## src/rtl/bitcell_word_ctrl_if.sv

```systemverilog
// Request/response channel between an upstream master and the
// bitcell word controller.
interface bitcell_word_ctrl_if #(
  parameter int WIDTH = 8,
  parameter int AW    = 2
);
  logic             req_valid;
  logic             req_ready;
  logic             req_we;
  logic [AW-1:0]    req_addr;
  logic [WIDTH-1:0] req_wdata;
  logic             rsp_valid;
  logic             rsp_ready;
  logic [WIDTH-1:0] rsp_rdata;
  logic             rsp_err;

  modport master (
    output req_valid, req_we, req_addr, req_wdata, rsp_ready,
    input  req_ready, rsp_valid, rsp_rdata, rsp_err
  );

  modport slave (
    input  req_valid, req_we, req_addr, req_wdata, rsp_ready,
    output req_ready, rsp_valid, rsp_rdata, rsp_err
  );
endinterface

```

## src/rtl/bitcell_word_ctrl.sv

```systemverilog
// Word-level read/write sequencer for a DEPTH x WIDTH NAND-latch
// bitcell array with registered, glitch-free cell strobes.
module bitcell_word_ctrl #(
  parameter int WIDTH         = 8,
  parameter int DEPTH         = 4,
  parameter int AW            = 2,
  parameter int STROBE_CYCLES = 2
) (
  input  logic             clk,
  input  logic             rst,
  bitcell_word_ctrl_if.slave bus,
  output logic [DEPTH-1:0] cell_sel,
  output logic             cell_rw,
  output logic [WIDTH-1:0] cell_din,
  input  logic [WIDTH-1:0] cell_dout,
  output logic             busy
);

  typedef enum logic [2:0] {
    IDLE, SETUP, STROBE, HOLD, RESP
  } state_t;

  localparam int CW = $clog2(STROBE_CYCLES + 1);
  localparam logic [AW:0] DEPTH_W = (AW+1)'(DEPTH);

  state_t           state;
  logic [CW-1:0]    cnt;
  logic             we_q;
  logic             err_q;
  logic             in_range;
  logic [DEPTH-1:0] onehot;

  assign in_range = {1'b0, bus.req_addr} < DEPTH_W;

  always_comb begin
    onehot = '0;
    for (int i = 0; i < DEPTH; i++)
      if (bus.req_addr == AW'(i))
        onehot[i] = 1'b1;
  end

  assign bus.req_ready = (state == IDLE);
  assign busy          = (state != IDLE);

  always_ff @(posedge clk or posedge rst) begin
    if (rst) begin
      state         <= IDLE;
      cnt           <= '0;
      we_q          <= 1'b0;
      err_q         <= 1'b0;
      cell_sel      <= '0;
      cell_rw       <= 1'b0;
      cell_din      <= '0;
      bus.rsp_valid <= 1'b0;
      bus.rsp_rdata <= '0;
      bus.rsp_err   <= 1'b0;
    end else begin
      unique case (state)
        IDLE: begin
          if (bus.req_valid) begin
            we_q     <= bus.req_we;
            err_q    <= !in_range;
            cell_sel <= in_range ? onehot : '0;
            cell_din <= bus.req_we ? bus.req_wdata : '0;
            cell_rw  <= 1'b0;
            cnt      <= CW'(STROBE_CYCLES - 1);
            state    <= SETUP;
          end
        end
        SETUP: begin
          // Out-of-range requests never raise r_w.
          cell_rw <= we_q && !err_q;
          state   <= STROBE;
        end
        STROBE: begin
          if (cnt == '0) begin
            cell_rw <= 1'b0;
            state   <= HOLD;
          end else begin
            cnt <= cnt - 1'b1;
          end
        end
        HOLD: begin
          cell_sel      <= '0;
          cell_din      <= '0;
          bus.rsp_valid <= 1'b1;
          bus.rsp_err   <= err_q;
          bus.rsp_rdata <= (!we_q && !err_q) ? cell_dout : '0;
          state         <= RESP;
        end
        RESP: begin
          if (bus.rsp_ready) begin
            bus.rsp_valid <= 1'b0;
            bus.rsp_rdata <= '0;
            bus.rsp_err   <= 1'b0;
            state         <= IDLE;
          end
        end
        default: state <= IDLE;
      endcase
    end
  end

endmodule

```

## src/flat_wrapper.sv

```systemverilog
// flat-port wrapper written by rule: the top's interface ports become plain ports
module bitcell_word_ctrl_flat 
#(
  parameter int WIDTH         = 8,
  parameter int DEPTH         = 4,
  parameter int AW            = 2,
  parameter int STROBE_CYCLES = 2
)
  (clk, rst, cell_sel, cell_rw, cell_din, cell_dout, busy, bus_req_valid, bus_req_we, bus_req_addr, bus_req_wdata, bus_rsp_ready, bus_req_ready, bus_rsp_valid, bus_rsp_rdata, bus_rsp_err);
  bitcell_word_ctrl_if #(.WIDTH(WIDTH), .AW(AW)) bus_i ();
  input  logic clk;
  input  logic rst;
  output logic [DEPTH-1:0] cell_sel;
  output logic cell_rw;
  output logic [WIDTH-1:0] cell_din;
  input  logic [WIDTH-1:0] cell_dout;
  output logic busy;
  input wire logic [$bits(bus_i.req_valid)-1:0] bus_req_valid;
  input wire logic [$bits(bus_i.req_we)-1:0] bus_req_we;
  input wire logic [$bits(bus_i.req_addr)-1:0] bus_req_addr;
  input wire logic [$bits(bus_i.req_wdata)-1:0] bus_req_wdata;
  input wire logic [$bits(bus_i.rsp_ready)-1:0] bus_rsp_ready;
  output wire logic [$bits(bus_i.req_ready)-1:0] bus_req_ready;
  output wire logic [$bits(bus_i.rsp_valid)-1:0] bus_rsp_valid;
  output wire logic [$bits(bus_i.rsp_rdata)-1:0] bus_rsp_rdata;
  output wire logic [$bits(bus_i.rsp_err)-1:0] bus_rsp_err;
  assign bus_i.req_valid = bus_req_valid;
  assign bus_i.req_we = bus_req_we;
  assign bus_i.req_addr = bus_req_addr;
  assign bus_i.req_wdata = bus_req_wdata;
  assign bus_i.rsp_ready = bus_rsp_ready;
  assign bus_req_ready = bus_i.req_ready;
  assign bus_rsp_valid = bus_i.rsp_valid;
  assign bus_rsp_rdata = bus_i.rsp_rdata;
  assign bus_rsp_err = bus_i.rsp_err;
  bitcell_word_ctrl #(.WIDTH(WIDTH), .DEPTH(DEPTH), .AW(AW), .STROBE_CYCLES(STROBE_CYCLES)) u_core (.clk(clk), .rst(rst), .bus(bus_i), .cell_sel(cell_sel), .cell_rw(cell_rw), .cell_din(cell_din), .cell_dout(cell_dout), .busy(busy));
endmodule
```

## config.mk

```make
export PLATFORM = sky130hd
export DESIGN_NAME = bitcell_word_ctrl_flat
export DESIGN_NICKNAME = d
export VERILOG_FILES = /design/src/rtl/bitcell_word_ctrl_if.sv /design/src/rtl/bitcell_word_ctrl.sv /design/src/flat_wrapper.sv
export SDC_FILE = /design/constraint.sdc
export NUM_CORES = 1
export LEC_CHECK = 0
export CAP_MARGIN = 20
export CORE_UTILIZATION = 45
export CTS_CLUSTER_SIZE = 14
export DETAILED_ROUTE_END_ITERATION = 8
export PLACE_DENSITY = 0.81
export SYNTH_ARGS = -nofsm -noshare
export SYNTH_HDL_FRONTEND = slang
export SYNTH_SLANG_ARGS = --single-unit
```

## constraint.sdc

```tcl
create_clock -name clk -period 4.4 [get_ports clk]
set_input_delay 0.44 -clock clk [delete_from_list [all_inputs] [get_ports clk]]
set_output_delay 0.44 -clock clk [all_outputs]
set_load 0.02 [all_outputs]
```

==> results_dict.tcl, run 1 <==
set metrics [dict create \
    synth_area_leader_cell "dfrtp_1" \
    yosys_warnings 0 \
    ys_ff_latch 28 \
    yosysSeqAreaShare 0.534 \
    path_class "reg2out" \
    ant_nets 0 \
    cp_slowest_cell "clkdlybuf4s50_1" \
    grt-busiest-layer "met2" \
    vias_per_cell 5.34 \
    met2_usage 0.345 \
    antenna_found_initial 0 \
    grt_overflow_total 0 \
    drc 0 \
    nFillCells 221 \
    holdBufCountCts 0 \
    grt_setup_unrepaired "no" \
    htree_levels 1 \
    die_area_um2 3140 \
    ios 48 \
    vias 967 \
    cts_resized 0 \
    crit_buf_inv 1 \
    fin_nets 175 \
    met3_usage 0.0326 \
    synth_cell_types 35 \
    first_pass_iters 3 \
    grtUsageTotal 0.188 \
    tightest_slew_ns 0.729 \
    postCtsSetupBuffers 0 \
    gp_congestion 0.726 \
    port_buffers 46 \
    grt_use_met1 0.230 \
    path_delay_family "buffers and inverters" \
    finalHoldViolations 0 \
    grt_pass1_vias 1046 \
    outcome "finished clean" \
    crit_required_ns 3.96 \
    cts.path.max_buffers 2 \
    end_kind "primary output" \
    drt_iter0_drc 22 \
    grt_pass1_wl_um 4740 \
    area_growth_pct 40.8 \
    arrival_ns 1.83 \
    cts_root_buf "clkbuf_4" \
    crit_chain "nor3_1, clkdlybuf4s50_1" \
    synth_area_um2 1310 \
    maxCapViolations 0 \
    clkTransAtPathRegs_ns 0.14 \
    max_slew_margin 0.512 \
    cts_tree "built" \
    routed_wl_um 2670 \
    fp-row-count 19 \
    dieHeight_um 56.0 \
    ff_latch_area_um2 701 \
    ys_top_cells_by_area "dfrtp_1 53%, mux2_4 9.2%, a22o_1 5.3%" \
    finalSetupViolations 0 \
    die_w_um 56.0 \
    dp_cells 176 \
    critPathLaunchType "flip-flop" \
    max_stage_delay_ns 0.65 \
    core_area_um2 2760 \
    dpl.hpwl_um 1940 \
    numCtsBuffers 3 \
    ir_drop_mv 0.417 \
    wire_per_inst_um 14.8 \
    multi_input_area_um2 534 \
    min_path_type "in2async" \
    n_antenna_cell 0 \
    finalMaxSlewViolations 0 \
    grt_max_degree 29 \
    fin_crit_sh 0.515 \
    cts.sinks 28 \
    synth_top_area_share 0.534 \
    fmax_mhz 441 \
    path_max_fanout 13 \
    syn_nets 130 \
    drive_gt1_frac 0.113 \
    p_per_area_nw_per_um2 719 \
    postSynthAreaPerCell_um2 12.4 \
    clkLatencyLatePin_ns 0.33 \
    skew_ns 0.0124 \
    fin_tns_setup_ns 0 \
    start_util 0.476 \
    static-leakage-power_nw 0.822 \
    final_cells 181 \
    synth_cells 106 \
    min_period_ns 2.27 \
]
## cell usage after synthesis (all sizes together)
cell	n
nand3b	1
nor3b	9
mux2	9
nor2	4
nor3	1
a21oi	5
inv	9
o22a	1
ha	1
o21ai	1
a31oi	2
nor4	1
nor4bb	1
o21a	1
a21boi	1
buf	5
o22ai	1
and2	1
clkbuf	2
xnor2	1
o2bb2ai	4
nand2	2
a22o	8
dfrtp	28
nand2b	2
and3b	1
nor4b	2
a21o	1
conb	1
## cell families after synthesis
kind of cell    synth area share
flops                      0.534
compound gates             0.150
simple gates               0.138
buf+inv                   0.0591
mux                        0.100
fa+ha+maj                0.00953
other cells              0.00286
xor+xnor                 0.00667
## per-layer routing
layer / wire length (µm) / share of wire
met3: 141 / 0.053
met5: 0 / 0
met4: 23 / 0.0086
met1: 1110 / 0.42
met2: 1400 / 0.52
## worst register-to-register path, cell delays in order, from the launching register on
cell	delay (ns)
dfrtp_1	0.57
nor4b_2	0.54
nor2_1	0.31
a22o_1	0.30
## worst paths after layout
path	startpoint	endpoint	slack [ns]	depth (start not counted)
min	rst	u_core.cell_din[0]	0.31	2
max	u_core.state[1]	bus_req_ready	2.13	2
min in group clk	u_core.cell_sel[3]	u_core.cell_sel[3]	0.51	1
max in group asynchronous	rst	u_core.bus.rsp_valid	3.71	3
min reg2reg	u_core.cell_sel[3]	u_core.cell_sel[3]	0.51	1
max reg2reg	u_core.state[1]	u_core.cell_din[3]	2.59	3
## power by group
| group | switching [W] | internal (W) |
|---|---|---|
| clock network | 0.0000757 | 0.0000922 |
| registers | 0.000113 | 0.000367 |
| logic | 0.000312 | 0.000368 |
| total | 0.000501 | 0.000827 |
## through the flow
stage | power [W] | setup slack [ns] | hold WS (ns) | utilization | instance area (µm²)
6_report | 0.00133 | 2.13 | 0.307 | 0.670 | 1850
5_1_grt | 0.00142 | 2.04 | 0.314 | 0.670 | 1850
4_1_cts | 0.00134 | 2.11 | 0.517 | 0.660 | 1820
3_5_place_dp | 0.00116 | 2.27 | 0.481 | 0.641 | 1770
3_3_place_gp | 0.00114 | 2.39 | 0.480 | 0.641 | 1770
2_1_floorplan | 0.000903 | 2.52 | 0.474 | - | 1310
## cell type report
cell class / count / area share
clock buffer: 3 / 0.0122
clock inverter: 1 / 0.0162
multi-input combinational: 62 / 0.289
tap: 31 / 0.0210
timing repair buffer: 47 / 0.264
inverter: 9 / 0.0183
sequential: 28 / 0.379
## placed cells by master (no fill, tap or decap), types with 2 or more instances in the layout
master	Yosys	routed
clkdlybuf4s50_1	0	46
dfrtp_1	28	28
inv_1	9	9
a22o_1	8	8
nor3b_1	8	8
mux2_4	8	8
nor2_1	4	4
o2bb2ai_1	4	4
a21oi_1	4	4
clkbuf_4	0	3
nand2b_1	2	2
nand2_1	2	2
a31oi_1	2	2
## state kept, by name (all words and copies together) (netlist names)
signal,count
u_core.bus.rsp_rdata,8
u_core.cell_din,8
u_core.cell_sel,4
u_core.state,3
u_core.cnt,2
u_core.bus.rsp_valid,1
u_core.cell_rw,1
u_core.we_q,1
Note: power is estimated with default switching activity, not from simulation.
==> inputs of run 2 (changes only) <==
CORE_UTILIZATION = 44   (was 45)
PLACE_DENSITY = 0.79   (was 0.81)
clock period = 2.2 ns   (was 4.4 ns; I/O delays follow)
==> results_dict.tcl, run 2 (synthesis results as in run 1) <==
set metrics [dict create \
    dpl.hpwl_um 2130 \
    static-leakage-power_nw 0.829 \
    core_area_um2 2780 \
    arrival_ns 1.84 \
    dieHeight_um 56.6 \
    maxCapViolations 0 \
    drc 0 \
    vias 970 \
    port_buffers 46 \
    holdBufCountCts 0 \
    wire_per_inst_um 15.2 \
    fin_tns_setup_ns 0 \
    ios 48 \
    htree_levels 1 \
    drt_iter0_drc 11 \
    fin_nets 178 \
    r2r-start "u_core.state[2]" \
    clkLatencyLatePin_ns 0.33 \
    fmax_mhz 486 \
    grtUsageTotal 0.194 \
    ant_nets 0 \
    vias_per_cell 5.27 \
    die_area_um2 3210 \
    die_w_um 56.6 \
    routed_wl_um 2800 \
    ir_drop_mv 0.998 \
    cts.path.max_buffers 2 \
    finalMaxSlewViolations 0 \
    min_period_ns 2.06 \
    drive_gt1_frac 0.131 \
    start_util 0.472 \
    most-common-layout-cells "46 x clkdlybuf4s50_1, 28 x dfrtp_1, 9 x inv_1" \
    path_max_fanout 13 \
    numCtsBuffers 3 \
    p_per_area_nw_per_um2 1460 \
    reg_top3 "u_core.bus.rsp_rdata (8), u_core.cell_din (8), u_core.cell_sel (4)" \
    clkTransAtPathRegs_ns 0.15 \
    path_class "reg2out" \
    grt_overflow_total 0 \
    mostFrequentLayoutCell "clkdlybuf4s50_1" \
    grt_pass1_vias 1046 \
    finalSetupViolations 0 \
    cts_tree "built" \
    min_path_type "in2async" \
    outcome "finished clean" \
    grt_max_degree 29 \
    ff_latch_area_um2 701 \
    first_pass_iters 3 \
    gp_congestion 0.807 \
    cts.sinks 28 \
    grt_setup_unrepaired "no" \
    grt_pass1_wl_um 4800 \
    skew_ns 0.00424 \
    end_kind "primary output" \
    fp-row-count 19 \
    n_antenna_cell 0 \
    postPlaceCellArea_um2 1800 \
    crit_start "u_core.state[1]" \
    postCtsSetupBuffers 0 \
    multi_input_area_um2 534 \
    critPathLaunchType "flip-flop" \
    nFillCells 214 \
    area_growth_pct 41.0 \
    antenna_found_initial 0 \
    met2_usage 0.333 \
    finalHoldViolations 0 \
    grt-busiest-layer "met2" \
    fin_crit_sh 0.935 \
    met3_usage 0.0369 \
    crit_required_ns 1.98 \
    design_area_um2 1850 \
    cts_root_buf "clkbuf_4" \
    grt_use_met1 0.250 \
    cts_resized 0 \
]
[run 2: cell types whose count changed in the layout (fill, tap and decap cells not counted)]
cell,previous run,this run
buf_4,0,4
buf_16,1,0
[run 2: worst paths after layout]
path	to	slack (ns)	cells past startpoint
setup / recovery	bus_req_ready	0.14	2
hold / removal	u_core.bus.rsp_rdata[6]	0.22	3
setup reg to reg	u_core.bus.rsp_rdata[7]	0.52	3
hold reg to reg	u_core.cell_sel[2]	0.50	1
max in group asynchronous	u_core.cnt[0]	1.71	3
min in group clk	u_core.cell_din[2]	0.47	2
[run 2: stage by stage]
step	total power (W)	hold WS (ns)	utilization	cells	worst slack [ns]
3_5_place_dp	0.00238	0.477	0.646	180	0.464
3_3_place_gp	0.00232	0.475	0.646	180	0.533
6_report	0.00270	0.225	0.665	184	0.142
4_1_cts	0.00272	0.235	0.665	184	0.134
2_1_floorplan	0.00181	0.285	-	106	0.544
5_1_grt	0.00287	0.239	0.665	184	0.0143
[run 2: final cells by class]
type	instances	area share
Tap cell	31	0.0210
Multi-Input combinational cell	62	0.289
Inverter	9	0.0183
Sequential cell	28	0.379
Clock buffer	3	0.0122
Timing Repair Buffer	50	0.265
Clock inverter	1	0.0162
[run 2: layer usage]
layer  up-vias  share of wire
met2        32           0.51
met4         0         0.0029
met3         2          0.052
met1       466           0.43
li1        470              -
met5         -              0
[run 2: where the power goes]
part | internal, W | leakage, nW | switching, W
combinational | 0.000760 | 0.437 | 0.000639
sequential | 0.000734 | 0.363 | 0.000225
clock | 0.000184 | 0.0279 | 0.000155
[run 2: critical path, stage by stage (launching register included)]
cell and delay (ns):
dfrtp_1 0.56, nor3_1 0.30, clkdlybuf4s50_1 0.65
